File: config.mk
export PLATFORM = sky130hd
export DESIGN_NAME = data_mem_ctrl
export DESIGN_NICKNAME = d
export VERILOG_FILES = /design/src/rtl/mem_pkg.sv /design/src/rtl/load_extend.sv /design/src/rtl/data_mem_ctrl.sv
export SDC_FILE = /design/constraint.sdc
export NUM_CORES = 1
export LEC_CHECK = 0
export BUFFER_PORTS_ARGS = -buffer_cell sky130_fd_sc_hd__buf_2
export CORE_MARGIN = 1
export CORE_UTILIZATION = 30
export DETAILED_ROUTE_END_ITERATION = 8
export GPL_ROUTABILITY_DRIVEN = 0
export SYNTH_ARGS = -nofsm -noshare
export SYNTH_HDL_FRONTEND = slang
export SYNTH_SLANG_ARGS = --single-unit
File: constraint.sdc
create_clock -name clk -period 1.9 [get_ports clk]
set_input_delay 0.19 -clock clk [delete_from_list [all_inputs] [get_ports clk]]
set_output_delay 0.19 -clock clk [all_outputs]
set_load 0.02 [all_outputs]
File: src/rtl/mem_pkg.sv
// Shared encodings and lane-mask helper for the data memory controller
// and the load-extension datapath.
package mem_pkg;

  localparam logic [1:0] SZ_BYTE = 2'b00;
  localparam logic [1:0] SZ_HALF = 2'b01;
  localparam logic [1:0] SZ_WORD = 2'b10;

  localparam logic [1:0] ST_IDLE = 2'b00;
  localparam logic [1:0] ST_BUSY = 2'b01;
  localparam logic [1:0] ST_RESP = 2'b10;

  // Byte lanes touched by an access; illegal sizes touch nothing.
  function automatic logic [3:0] lane_mask(input logic [1:0] size,
                                           input logic [1:0] addr_lo);
    logic [3:0] mask;
    mask = 4'b0000;
    case (size)
      SZ_BYTE: mask = 4'b0001 << addr_lo;
      SZ_HALF: mask = addr_lo[1] ? 4'b1100 : 4'b0011;
      SZ_WORD: mask = 4'b1111;
      default: mask = 4'b0000;
    endcase
    return mask;
  endfunction

endpackage

File: src/rtl/load_extend.sv
// Selects the addressed byte/half/word lane of a 32-bit word and
// sign- or zero-extends it to 32 bits. Purely combinational.
module load_extend
  import mem_pkg::*;
(
  input  logic [31:0] word_i,
  input  logic [1:0]  addr_lo_i,
  input  logic [1:0]  size_i,
  input  logic        unsigned_i,
  output logic [31:0] result_o
);

  logic [7:0]  byte_sel;
  logic [15:0] half_sel;

  always_comb begin
    // NOTE: every output of a combinational block gets a default first so
    // no path leaves it unassigned, which would infer a latch.
    result_o = '0;
    byte_sel = word_i[8*addr_lo_i +: 8];
    half_sel = addr_lo_i[1] ? word_i[31:16] : word_i[15:0];
    case (size_i)
      SZ_BYTE: result_o = unsigned_i ? {24'h0, byte_sel}
                                     : {{24{byte_sel[7]}}, byte_sel};
      SZ_HALF: result_o = unsigned_i ? {16'h0, half_sel}
                                     : {{16{half_sel[15]}}, half_sel};
      SZ_WORD: result_o = word_i;
      default: result_o = '0;
    endcase
  end

endmodule

File: src/rtl/data_mem_ctrl.sv
// Clocked data memory with byte/half/word access, configurable read latency
// and a valid/ready request/response handshake. Accesses are serialised.
module data_mem_ctrl
  import mem_pkg::*;
#(
  parameter int DEPTH     = 32,
  parameter int ADDR_W    = 32,
  parameter int LATENCY   = 1,
  parameter     INIT_FILE = ""
) (
  input  logic              clk,
  input  logic              rst_n,
  input  logic              req_valid,
  output logic              req_ready,
  input  logic              req_write,
  input  logic [1:0]        req_size,
  input  logic              req_unsigned,
  input  logic [ADDR_W-1:0] req_addr,
  input  logic [31:0]       req_wdata,
  output logic              resp_valid,
  input  logic              resp_ready,
  output logic [31:0]       resp_rdata,
  output logic              resp_err
);

  localparam int IDX_W = $clog2(DEPTH);
  localparam int CNT_W = (LATENCY > 2) ? $clog2(LATENCY - 1) : 1;
  localparam logic [CNT_W-1:0] CNT_LAST = (LATENCY > 1) ? CNT_W'(LATENCY - 2) : '0;

  logic [1:0]       state_q, state_d;
  logic [CNT_W-1:0] cnt_q, cnt_d;
  logic [31:0]      rdata_q, rdata_d;
  logic             err_q, err_d;

  logic [31:0]      mem_q [DEPTH];
  logic [IDX_W-1:0] idx;
  logic             accept;
  logic             req_err;
  logic [3:0]       wmask;
  logic [31:0]      wdata_rep;
  logic [31:0]      load_word;

  assign accept = (state_q == ST_IDLE) && req_valid;
  assign idx    = req_addr[IDX_W+1:2];

  always_comb begin
    req_err = 1'b0;
    case (req_size)
      SZ_BYTE: req_err = 1'b0;
      SZ_HALF: req_err = req_addr[0];
      SZ_WORD: req_err = |req_addr[1:0];
      default: req_err = 1'b1;
    endcase
    if (req_addr[ADDR_W-1:2] >= (ADDR_W-2)'(DEPTH)) req_err = 1'b1;
  end

  // Store data is right-aligned on the bus; replicate it across lanes so the
  // mask alone picks which bytes land.
  always_comb begin
    wdata_rep = req_wdata;
    case (req_size)
      SZ_BYTE: wdata_rep = {4{req_wdata[7:0]}};
      SZ_HALF: wdata_rep = {2{req_wdata[15:0]}};
      default: wdata_rep = req_wdata;
    endcase
  end

  assign wmask = lane_mask(req_size, req_addr[1:0]);

  // NOTE: the storage array has no reset; its contents survive rst_n, so
  // committed stores remain visible after a mid-operation reset.
  always_ff @(posedge clk) begin
    if (accept && req_write && !req_err) begin
      for (int b = 0; b < 4; b++) begin
        if (wmask[b]) mem_q[idx][8*b +: 8] <= wdata_rep[8*b +: 8];
      end
    end
  end

  load_extend u_load_extend (
    .word_i     (mem_q[idx]),
    .addr_lo_i  (req_addr[1:0]),
    .size_i     (req_size),
    .unsigned_i (req_unsigned),
    .result_o   (load_word)
  );

  always_comb begin
    state_d = state_q;
    cnt_d   = cnt_q;
    rdata_d = rdata_q;
    err_d   = err_q;
    case (state_q)
      ST_IDLE: begin
        if (req_valid) begin
          rdata_d = (req_write || req_err) ? 32'h0 : load_word;
          err_d   = req_err;
          cnt_d   = '0;
          state_d = (LATENCY > 1) ? ST_BUSY : ST_RESP;
        end
      end
      ST_BUSY: begin
        if (cnt_q == CNT_LAST) state_d = ST_RESP;
        else                   cnt_d   = cnt_q + 1'b1;
      end
      ST_RESP: begin
        if (resp_ready) begin
          state_d = ST_IDLE;
          rdata_d = 32'h0;
          err_d   = 1'b0;
        end
      end
      default: state_d = ST_IDLE;
    endcase
  end

  // NOTE: sequential state is updated with non-blocking assignments so all
  // registers sample the same pre-edge values.
  always_ff @(posedge clk or negedge rst_n) begin
    if (!rst_n) begin
      state_q <= ST_IDLE;
      cnt_q   <= '0;
      rdata_q <= 32'h0;
      err_q   <= 1'b0;
    end else begin
      state_q <= state_d;
      cnt_q   <= cnt_d;
      rdata_q <= rdata_d;
      err_q   <= err_d;
    end
  end

  assign req_ready  = (state_q == ST_IDLE);
  assign resp_valid = (state_q == ST_RESP);
  assign resp_rdata = resp_valid ? rdata_q : 32'h0;
  assign resp_err   = resp_valid & err_q;

endmodule

; ---- Word-level counts from Yosys, hierarchy flattened
; Memory sizes are Yosys's and may differ from the RTL's.
; Index checks and enable logic that the tools add are counted.
[totals]
register_bits = 36
mem_bits_rw = 1024
inputBits = 72
n_memories = 1
[memory_table]
columns = name, depth, word_bits, read_ports, rd_ports_with_merged_regs, wr, line
row1 = mem_q, 32, 32, 1, 0, 1, data_mem_ctrl.sv:35  ; logic [31:0] mem_q [DEPTH];
[op_classes]
n_addsub = 1
order_cmp = 1
eq_ne = 7
n_shift = 2
n_mux = 36
bitwise = 1
reduce_logical = 13
[op_table]
columns = operator, n
row1 = $mux 32, 6
row2 = $pmux 32 s2, 2
row3 = $pmux 32 s3, 1
row4 = $shiftx 32x6->8, 1
row5 = $ge 30x6->1 const B, 1
row6 = $mux 1, 17
row7 = $mux 16, 1
row8 = $pmux 4 s3, 1
row9 = $mux 2, 3
row10 = $pmux 2 s3, 1
row11 = $reduce_and 3->1, 2
row12 = $eq 2x1->1 const B, 2
row13 = $eq 2x2->1 const B, 2
row14 = $logic_not 2->1, 2
row15 = $mux 4, 1
row16 = $ne 2x2->1 const B, 2
row17 = $pmux 1 s2, 2
row18 = $reduce_bool 2->1, 2
row19 = $shl 1x2->4 const A, 1
row20 = $logic_and 1x1->1, 3
row21 = $pmux 1 s3, 1
row22 = $ne 2x1->1 const B, 1
row23 = $reduce_and 2->1, 1
row24 = $reduce_or 2->1, 1
row25 = 4 further kinds, 4

; ---- Depth between registers and ports, before layout
[logic_depth]
ltp_word = 7
ltp_mapped = 11
depth_no_buf = 7

; ---- Hierarchy
; Synthesis repeated with hierarchy kept, for this count alone.
[unflattened]
cells_unflattened = 2596
area_unflattened_um2 = 42562.1
[modules_own_cells]
columns = mod, instances, cells_per_inst, area_each_um2, seq_area_each_um2
row1 = data_mem_ctrl, 1, 2478, 41802.6, 31600.3
row2 = load_extend, 1, 118, 759.5, 0.0

; ---- Worst setup path before layout
; Ideal clock, no wire load.
[synth_timing]
kind = input port to flip-flop
start = input req_size[0]
end = memory mem_q[0][24], data pin
arrival_ns = 2.193
t_required_ns = 1.446
slack_ns = -0.747
path_stages = 4
path_buffers = 2
path_cell_list = buf_2 -> buf_1 -> mux2i_1 -> o21ai_0
[synth_via]
elab_chain_cells = 2
[synth_lines]
columns = item, line
row1 = start: declaration, data_mem_ctrl.sv:16  ; input logic [1:0] req_size,
row2 = $eq 2x1->1 or $logic_not 2->1 (tied branches), data_mem_ctrl.sv:61  ; case (req_size)
row3 = $pmux 32 s2 (*), data_mem_ctrl.sv:61
row4 = via wdata_rep[24], data_mem_ctrl.sv:40  ; logic [31:0] wdata_rep;
row5 = end: declaration, data_mem_ctrl.sv:35
; Mark *: on every way through the listed nets, which the timed path passes. The rest lies on a longest branch.

; ---- Worst setup path in the final report
[layout_timing]
start = memory mem_q[27][15]
end = register rdata_q[22]
[layout_via]
elab_chain_cells = 7
[layout_lines]
columns = item, line
row1 = $mem_v2 32x32 (*), n/a
row2 = $shiftx 32x6->8 or $mux 16 (tied branches), "load_extend.sv:20, load_extend.sv:21"
row3 = $mux 32 (on tied branches), "load_extend.sv:23, load_extend.sv:25"
row4 = $pmux 32 s3 (*), load_extend.sv:22  ; case (size_i)
row5 = $mux 32 (*), data_mem_ctrl.sv:96  ; rdata_d = (req_write || req_err) ? 32'h0 : load_word;
row6 = $mux 32 (*), data_mem_ctrl.sv:95  ; if (req_valid) begin
row7 = $pmux 32 s2 (*), data_mem_ctrl.sv:93  ; case (state_q)
row8 = end signal: assignment, data_mem_ctrl.sv:128  ; rdata_q <= rdata_d;
row9 = end: declaration, data_mem_ctrl.sv:32  ; logic [31:0] rdata_q, rdata_d;
; Every way passes the cells marked *; elsewhere a longest branch is shown, timed or not. The select of a mux whose other input is x is not followed.
; A chain may end at the register's enable or synchronous reset.

==> results.json <==
{
  "status": "finished, violations left",
  "violations": "setup timing",
  "syn-num-nets": 2461,
  "routed.top_layer": "met5",
  "synth-seq-cells": 1058,
  "synthArstFlopShare_pct": 3.21,
  "wl_met1_um": 52900,
  "synth_cells": 2389,
  "p_int_uw": 39200,
  "endpoint": "rdata_q[22]",
  "slew_headroom_pct": 8.12,
  "whs_ns": 0.0698,
  "synth_most_common_cell": "edfxtp_1",
  "h-tree-depth": 3,
  "routed-wl-met3_um": 8200,
  "crit_path_end_kind": "register",
  "grt_pass1_wl_um": 182000,
  "coreArea_sq_mm": 0.138,
  "peakVddDrop_uv": 690,
  "post-route-min-period_ns": 2.46,
  "rrSetupSlack_ns": -0.56,
  "worstPathArrival_ns": 3.06,
  "worstSkewPairLatency_ns": 0.72,
  "postLayoutCoreUtil_pct": 40.6,
  "power_switching_share_pct": 21.9,
  "power_frac_comb_pct": 7.5,
  "start_util_pct": 30.3,
  "synth_common_cells": "1,024 x edfxtp_1, 416 x mux2i_1, 199 x o22ai_1, 141 x nor2_1, 85 x nand2_1",
  "r2r_cells": 10,
  "synth_area_sq_mm": 0.0419,
  "cts_tree": "done",
  "clock_sinks": 1058,
  "p_leak_uw": 0.0195,
  "synth_top_area_cell": "edfxtp_1",
  "finClkSkew_ns": 0.0408,
  "cp-start-kind": "register",
  "synth_top_area_share_pct": 73.4,
  "drv_cap": 0,
  "path_max_fanout": 12,
  "syn_area_per_cell_sq_um": 17.5,
  "routed_via_density": 5.03,
  "remaining_drc_errors": 0,
  "die_x_um": 376,
  "power_frac_clock_pct": 41.2,
  "drtIter0Drc": 2311,
  "rsz0062_at_grt": "yes",
  "die-area_sq_mm": 0.141,
  "grt_usage_pct": 17.9,
  "overflow": 0,
  "ys.flop_type": "edfxtp_1",
  "path_class": "register to register",
  "synth_edf_count": 1024,
  "r2r-end": "rdata_q[22]",
  "syn2layout_area_growth_pct": 33.8,
  "met2_length_um": 61700,
  "ys_seq_area_share_pct": 75.5,
  "finalCritPeriodShare_pct": 130,
  "hold_class": "input pin to register",
  "drive_above_1_share_pct": 38.6,
  "die_h_um": 376,
  "placed_cell_area_sq_mm": 0.0507,
  "crit_path_start": "mem_q[27][15]",
  "grt_pass1_vias": 25100,
  "setup_viol": 346,
  "drv_slew": 0,
  "antenna_found_initial": 11,
  "grt_max_degree": 38,
  "synth_area_leaders": "edfxtp_1 73%, mux2i_1 9.9%, mux4_2 3.0%",
  "tightest_slew_ns": 1.38,
  "rows": 136,
  "fin_area_sq_mm": 0.0560,
  "p_sw_uw": 11000,
  "finalWirelength_um": 128000,
  "dp_slack_ns": -1.04,
  "yosys_warnings": 0,
  "p_seq_share_pct": 51.3,
  "place.port_buffers": 106,
  "pin_count": 107,
  "wl_per_cell_um": 25.9,
  "cts_made_buffers": 104,
  "p_total_uw": 50200,
  "nFillCells": 12300,
  "power.density_mw_per_mm2": 895,
  "finalNetCount": 3054,
  "cts_root_buf": "clkbuf_16",
  "max_freq_mhz": 406,
  "r2r_start": "mem_q[27][15]",
  "ant_nets": 0,
  "vias": 24800,
  "fin_ws_ns": -0.564,
  "crit_required_ns": 2.50,
  "ctsLongestPathBuffers": 3,
  "ys_types": 53,
  "hold_viol": 0,
  "path_clk_slew_ns": 0.06,
  "first_pass_iters": 5,
  "hpwl_um": 88900
}
==> worst max-delay path, cell delays in order (launching register included) <==
cell      delay (ns)
edfxtp_1        0.38
mux2i_2         0.27
o22ai_2         0.17
nor4_4          0.39
buf_4           0.19
nand2_4         0.06
a22o_4          0.29
o31ai_4         0.20
buf_4           0.18
buf_16          0.15
nand3_2         0.07
==> flip-flops by register name (all words and copies together), names as in the netlist <==
name / flops
rdata_q: 32
state_q: 1
mem_q: 1024
err_q: 1
==> timing repair <==
item,4_1_cts,5_1_grt
buffers inserted,27,10
gates resized for setup,193,94
endpoints found under the setup margin,290,533
hold buffers,10,0
endpoints found under the hold margin,120,0
pin swaps,41,67
gates cloned,9,4
==> stage by stage <==
step | instances | TNS [ns]
final | 4934 | -19.63
after global placement | 4687 | -582.69
after floorplan | 2389 | -210.67
after global routing | 4933 | -34.16
after detailed placement | 4687 | -592.50
after CTS | 4927 | -15.73
==> placed cells by master, fill, tap and decap left out, drive strengths merged, types with 16 or more instances in the layout <==
master	count
mux2	16
o22ai	201
nand2	86
nor4	56
and2	33
dfrtp	34
nor2	141
mux4	56
a22oi	52
buf	627
clkinv	44
nand3	18
clkbuf	139
edfxtp	1024
mux2i	416
==> how the worst min path moves through the flow <==
stage / from / to / slack, ns / cells after the start
2_1_floorplan: rst_n / err_q / -0.11 / 0
3_3_place_gp: rst_n / rdata_q[22] / 0.32 / 1
3_5_place_dp: rst_n / rdata_q[22] / 0.32 / 1
4_1_cts: req_unsigned / rdata_q[20] / 0.0007 / 4
5_1_grt: req_unsigned / rdata_q[20] / 0.05 / 4
6_report: req_unsigned / rdata_q[30] / 0.07 / 4
==> cell type report <==
class | count | area [sq um] | share of cell area (%)
diodes | 1 | 2.50 | 0.00447
inverters | 3 | 11.3 | 0.0201
well taps | 1863 | 2330 | 4.16
clock inverters | 62 | 627 | 1.12
multi-input cells | 1171 | 11400 | 20.4
clock buffers | 132 | 2790 | 4.98
flip-flops and latches | 1058 | 31600 | 56.4
repair buffers | 644 | 7260 | 13.0
==> per-layer routing <==
| metal | vias to the layer above | global-route usage [%] |
|---|---|---|
| met5 | - | 0 |
| met4 | 14 | 6.70 |
| met3 | 211 | 3.23 |
| met2 | 888 | 29.4 |
| met1 | 12900 | 23.5 |
| li1 | 10800 | - |
==> power groups by stage <==
| stage | clock (uW) | sequential, uW | combinational (uW) |
|---|---|---|---|
| 3_3_place_gp | 0 | 26200 | 3360 |
| 3_5_place_dp | 0 | 26200 | 3390 |
| 4_1_cts | 21000 | 25700 | 3710 |
| 5_1_grt | 21900 | 25700 | 3940 |
| 6_report | 20700 | 25700 | 3770 |
| 2_1_floorplan | 0 | 26200 | 1510 |
==> kinds of logic after synthesis <==
family	share of synthesized area, %
AOI/OAI and AO/OA	4.70
DFF	75.5
and+or+nand+nor	4.74
muxes	13.4
buffers and inverters	1.73
Power figures use the tool's default switching activity.
